### src/rtl/cp0_pkg.sv
// cp0_pkg: shared constants for the CP0 register block.
//   - CP0 register indices used by mfc0/mtc0 address decode
//   - ExcCode values the controller drives on the cause input
//   - Status and Cause bit positions
package cp0_pkg;

   localparam logic [4:0] CP0_COUNT   = 5'd9;
   localparam logic [4:0] CP0_COMPARE = 5'd11;
   localparam logic [4:0] CP0_STATUS  = 5'd12;
   localparam logic [4:0] CP0_CAUSE   = 5'd13;
   localparam logic [4:0] CP0_EPC     = 5'd14;

   localparam logic [4:0] EXC_SYSCALL = 5'd8;
   localparam logic [4:0] EXC_BREAK   = 5'd9;
   localparam logic [4:0] EXC_TEQ     = 5'd13;

   localparam int STATUS_IE  = 0;
   localparam int STATUS_EXL = 1;
   localparam int STATUS_IM7 = 15;
   localparam int CAUSE_IP7  = 15;

endpackage

### src/rtl/cp0_timer.sv
// cp0_timer: Count/Compare timer pair for CP0 (built only with CP0_TIMER_EN).
// Ports:
//   clk, reset (async, active-low)
//   wr_count, wr_compare : mtc0 write enables for Count / Compare
//   wdata                : mtc0 write data
//   count, compare       : current register values
//   match                : Count == Compare with a non-zero Compare
module cp0_timer (
   input  logic        clk,
   input  logic        reset,
   input  logic        wr_count,
   input  logic        wr_compare,
   input  logic [31:0] wdata,
   output logic [31:0] count,
   output logic [31:0] compare,
   output logic        match
);

   always_ff @(posedge clk or negedge reset) begin
      if (!reset) begin
         count   <= '0;
         compare <= '0;
      end else begin
         // A Count write replaces the increment for that cycle; natural wrap.
         count <= wr_count ? wdata : count + 32'd1;
         if (wr_compare)
            compare <= wdata;
      end
   end

   // Compare == 0 is the "timer disarmed" value.
   assign match = (count == compare) && (compare != '0);

endmodule

### src/rtl/cp0_regs.sv
// cp0_regs: Coprocessor-0 register file (Status, Cause, EPC, optional
// Count/Compare) with exception-entry and eret updates.
// Optional feature macro: CP0_TIMER_EN (Count/Compare, IP7, timer_irq).
// Ports:
//   clk, reset (async, active-low)
//   mfc0, rd -> rdata      : combinational register read (0 when mfc0 low)
//   mtc0, rd, wdata        : register write
//   exception, pc, cause   : exception entry (EPC, Cause.ExcCode, Status push)
//   eret                   : exception return (Status pop)
//   status                 : current Status
//   exc_addr               : EPC during eret, otherwise EXC_VECTOR
//   timer_irq              : IP7 gated by IM7, IE and not EXL
module cp0_regs
   import cp0_pkg::*;
#(
   parameter logic [31:0] EXC_VECTOR   = 32'h0040_0004,
   parameter logic [31:0] STATUS_RESET = 32'h0000_0000
) (
   input  logic        clk,
   input  logic        reset,
   input  logic        mfc0,
   input  logic        mtc0,
   input  logic [31:0] pc,
   input  logic [4:0]  rd,
   input  logic [31:0] wdata,
   input  logic        exception,
   input  logic        eret,
   input  logic [4:0]  cause,
   output logic [31:0] rdata,
   output logic [31:0] status,
   output logic [31:0] exc_addr,
   output logic        timer_irq
);

   logic [31:0] status_q;
   logic [31:0] cause_q;
   logic [31:0] cause_next;
   logic [31:0] epc_q;
   logic [31:0] count_val;
   logic [31:0] compare_val;
   logic        ip7_set;
   logic        ip7_clr;

   logic wr_status, wr_cause, wr_epc;
   assign wr_status = mtc0 && (rd == CP0_STATUS);
   assign wr_cause  = mtc0 && (rd == CP0_CAUSE);
   assign wr_epc    = mtc0 && (rd == CP0_EPC);

`ifdef CP0_TIMER_EN
   localparam bit TIMER_EN = 1'b1;
   logic wr_count, wr_compare, timer_match;
   assign wr_count   = mtc0 && (rd == CP0_COUNT);
   assign wr_compare = mtc0 && (rd == CP0_COMPARE);

   cp0_timer u_timer (
      .clk        (clk),
      .reset      (reset),
      .wr_count   (wr_count),
      .wr_compare (wr_compare),
      .wdata      (wdata),
      .count      (count_val),
      .compare    (compare_val),
      .match      (timer_match)
   );

   assign ip7_set   = timer_match;
   assign ip7_clr   = wr_compare;
   assign timer_irq = cause_q[CAUSE_IP7] & status_q[STATUS_IM7] &
                      status_q[STATUS_IE] & ~status_q[STATUS_EXL];
`else
   localparam bit TIMER_EN = 1'b0;
   assign count_val   = '0;
   assign compare_val = '0;
   assign ip7_set     = 1'b0;
   assign ip7_clr     = 1'b0;
   assign timer_irq   = 1'b0;
`endif

   // Exception owns Cause for the edge, so an mtc0 to Cause is dropped then.
   // IP7 is handled after the software write: a match sets it, and a
   // Compare write clears it even if a match lands on the same edge.
   always_comb begin
      cause_next = cause_q;
      if (exception)
         cause_next[6:2] = cause;
      else if (wr_cause)
         cause_next = wdata;
      if (ip7_set)
         cause_next[CAUSE_IP7] = 1'b1;
      if (ip7_clr)
         cause_next[CAUSE_IP7] = 1'b0;
      if (!TIMER_EN)
         cause_next[CAUSE_IP7] = 1'b0;
   end

   always_ff @(posedge clk or negedge reset) begin
      if (!reset) begin
         status_q <= STATUS_RESET;
         cause_q  <= '0;
         epc_q    <= '0;
      end else begin
         cause_q <= cause_next;
         if (exception) begin
            epc_q    <= pc;
            status_q <= status_q << 5;
         end else begin
            if (eret)
               status_q <= status_q >> 5;
            else if (wr_status)
               status_q <= wdata;
            if (wr_epc)
               epc_q <= wdata;
         end
      end
   end

   always_comb begin
      rdata = '0;
      if (mfc0) begin
         case (rd)
            CP0_COUNT:   rdata = count_val;
            CP0_COMPARE: rdata = compare_val;
            CP0_STATUS:  rdata = status_q;
            CP0_CAUSE:   rdata = cause_q;
            CP0_EPC:     rdata = epc_q;
            default:     rdata = '0;
         endcase
      end
   end

   // eret has the final say on exc_addr even if exception is also high.
   assign exc_addr = eret ? epc_q : EXC_VECTOR;
   assign status   = status_q;

endmodule

### config.mk
export PLATFORM = sky130hd
export DESIGN_NAME = cp0_regs
export DESIGN_NICKNAME = d
export VERILOG_FILES = /design/src/rtl/cp0_pkg.sv /design/src/rtl/cp0_timer.sv /design/src/rtl/cp0_regs.sv
export SDC_FILE = /design/constraint.sdc
export NUM_CORES = 1
export LEC_CHECK = 0
export BUFFER_PORTS_ARGS = -buffer_cell sky130_fd_sc_hd__buf_2
export CAP_MARGIN = 20
export CELL_PAD_IN_SITES_DETAIL_PLACEMENT = 0
export CELL_PAD_IN_SITES_GLOBAL_PLACEMENT = 1
export CORE_UTILIZATION = 41
export DETAILED_ROUTE_END_ITERATION = 7
export GPL_ROUTABILITY_DRIVEN = 0
export PLACE_DENSITY_LB_ADDON = 0.25
export SLEW_MARGIN = 40
export SYNTH_ARGS = -nofsm -noshare
export SYNTH_HDL_FRONTEND = slang
export SYNTH_SLANG_ARGS = --single-unit
### constraint.sdc
create_clock -name clk -period 3.42 [get_ports clk]
set_input_delay 0.171 -clock clk [delete_from_list [all_inputs] [get_ports clk]]
set_output_delay 0.171 -clock clk [all_outputs]
set_load 0.05 [all_outputs]
==> results.py <==
metrics = {
    "clock_tree": {
        "cts_buffers": 9,
        "cts-root-buf": "clkbuf_16",
        "cts_tree": "yes",
        "clk_latency_ns": 0.35,
        "path_clk_slew_ns": 0.06,
        "numClockSinks": 95,
        "htree_levels": 3,
        "cts_resized": 0,
        "postCtsSetupRepairBufs": 0,
        "cts_max_path_buffers": 2,
    },
    "setup_path": {
        "setup.worst_path.class": "in2out",
        "end_kind": "output pin",
        "reg2reg_depth": 3,
        "rr_startpoint": "status[24]",
        "crit_fanout": 19,
        "critPathArrivalTime_ns": 1.86,
        "critPathLaunchType": "input port",
        "crit_required_ns": 3.25,
        "regToRegEndpoint": "status[19]",
        "r2r_slack_ns": 2.17,
    },
    "sta": {
        "finalSetupViolations": 0,
        "worstMarginPinSlew_ns": 0.742,
        "period_minus_slack_ns": 2.03,
        "maxSlewViolCount": 0,
        "rsz0062_at_grt": "false",
        "setup_tns_ns": 0,
        "max_freq_ghz": 0.492,
        "clock_skew_ns": 0.00457,
        "fin_crit_sh_pct": 59.4,
        "hold_violations": 0,
        "maxSlewHeadroom_pct": 50.3,
        "fin_hold_ws_ns": 0.0748,
        "fin_ws_ns": 1.39,
    },
    "logic_synthesis": {
        "synth_top_flop_cell": "dfrtp_1",
        "async_reset_ff_share_pct": 100,
        "synth-edff-count": 0,
        "yosys_warnings": 0,
        "ys_ff_latch": 95,
        "syn_nets": 723,
        "syn_area_per_cell_um2": 8.84,
        "netlist_instances": 643,
        "synth_area_um2": 5680,
        "ys_seq_area_share_pct": 41.8,
        "synth_cell_types": 40,
    },
    "drt": {
        "met3WireLength_um": 1190,
        "drt-met1-wl_um": 8490,
        "drt_first_pass_iters": 5,
        "via_count": 5663,
        "ant_nets": 0,
        "top_layer": "met4",
        "route.detailed.drc": 0,
        "wire_per_inst_um": 20.0,
        "vias_per_cell": 5.92,
        "drtIter0Drc": 410,
        "wl_met2_um": 9060,
        "drt-total-wl_um": 19100,
    },
    "global_routing": {
        "grt_pass1_wl_um": 30200,
        "antenna_found_initial": 0,
        "grt_max_degree": 87,
        "grt_pass1_vias": 5544,
        "grt_use_total_pct": 27.1,
        "grt_overflow": 0,
    },
    "placed_design": {
        "port_buffers": 175,
        "placed_cells": 942,
        "dpl_cell_area_um2": 6600,
        "dp_hpwl_um": 12800,
        "place_ws_ns": 1.15,
    },
    "floorplanning": {
        "die_width_um": 120,
        "ioPinCount": 177,
        "start_util_pct": 42.4,
        "num_rows": 42,
        "dieArea_um2": 14300,
        "die-height_um": 120,
        "coreArea_um2": 13400,
    },
    "finish": {
        "nets": 858,
        "n_antenna_cell": 0,
        "final_cells": 957,
        "drive_above_1_share_pct": 34.1,
        "syn2layout_area_growth_pct": 20.8,
        "post-route-util_pct": 51.2,
        "finish.instance_area_um2": 6860,
    },
    "hold_path": {
        "hold_path.class": "in2reg",
        "whs_endpoint": "epc_q[25]",
        "hold_path_depth": 3,
        "hp-start": "pc[25]",
    },
    "power": {
        "total_power_mw": 3.23,
        "power.leakage_nw": 3.09,
        "p_per_area_nw_per_um2": 471,
        "ir_drop_uv": 213,
    },
    "job": {
        "maxCapViolations": 0,
    },
    "status": {
        "status": "complete, no violations",
    },
}
[cells in the mapped netlist (21+ instances only)]
master | n | area, µm²
mux2i_1 | 32 | 320
nor4_1 | 21 | 131
or2_2 | 27 | 169
nand2_1 | 47 | 176
a211oi_1 | 21 | 158
nor2_1 | 35 | 131
o22ai_1 | 21 | 131
nor3_1 | 22 | 110
o21ai_0 | 26 | 130
nand3_1 | 38 | 190
clkbuf_1 | 39 | 146
dfrtp_1 | 95 | 2380
mux2_2 | 26 | 293
and2_1 | 30 | 188
a21oi_1 | 31 | 155
a31oi_1 | 28 | 175
[cell usage in the layout, fill, tap and decap left out, types with 3 or more instances in the layout]
cell type and n:
clkbuf_1 3, buf_4 17, o21ai_0 26, nand2_1 47, o21ai_1 3, clkbuf_16 9, mux2_2 26, or4_1 5
nand4_1 5, o311ai_0 10, nor3_1 22, dfrtp_1 95, o22ai_1 21, a2bb2oi_1 5, a31oi_1 28, nor2_1 35
and2_1 30, or2_2 27, nor4_1 21, nor2b_1 5, buf_2 173, inv_1 15, o211ai_1 5, o311a_1 5
nand3_1 38, a211oi_1 21, a21oi_1 31, mux2i_1 32
[registers in the layout, indices dropped and copies added, names as in the netlist]
name,count
status,32
epc_q,32
cause_q,31
[layer usage]
| layer | global-route usage [%] | up-vias |
|---|---|---|
| met5 | 0 | - |
| met4 | 10.4 | 0 |
| met3 | 3.28 | 29 |
| met2 | 44.0 | 260 |
| met1 | 37.0 | 2760 |
| li1 | - | 2614 |
[how the worst max path moves through the flow]
stage               startpoint         to  slack [ns]  cells after the start
finish                   rd[1]  rdata[27]        1.39                      6
global route             rd[1]  rdata[28]        1.32                      6
CTS                      rd[1]  rdata[30]        1.39                      6
detailed placement       rd[1]   epc_q[1]        1.15                      5
global placement         rd[1]   epc_q[8]        1.29                      5
floorplan           status[15]  rdata[15]        1.40                      2
[logic make-up after synthesis]
family          after synthesis  synth area share (%)
simple gates                249                  23.2
compound gates              156                  17.4
flops                        95                  41.8
buf+inv                      84                  6.65
mux                          58                  10.8
other cells                   1                0.0660
[final cells by class]
type	count	area, µm²
clock buffers	12	236
fillers	1313	6540
multi-input cells	464	2940
well taps	176	220
clock inverters	2	10.0
inverters	16	62.6
flip-flops and latches	95	2380
repair buffers	192	1020
[critical path, cell delays in order]
cell     delay (ns)
buf_2          0.49
buf_4          0.37
mux2i_1        0.10
or2_2          0.27
a21oi_1        0.15
buf_2          0.29
[where the power goes]
| group | switching, mW | leakage [nW] | internal, mW |
|---|---|---|---|
| logic | 0.629 | 1.83 | 0.286 |
| registers | 0.161 | 1.14 | 1.26 |
| clock network | 0.415 | 0.122 | 0.483 |
[what timing repair did]
item	4_1_cts	5_1_grt
setup endpoints to repair	0	0
endpoints found under the hold margin	85	0
hold buffers	1	0
Note: power is estimated with default switching activity, not from simulation.
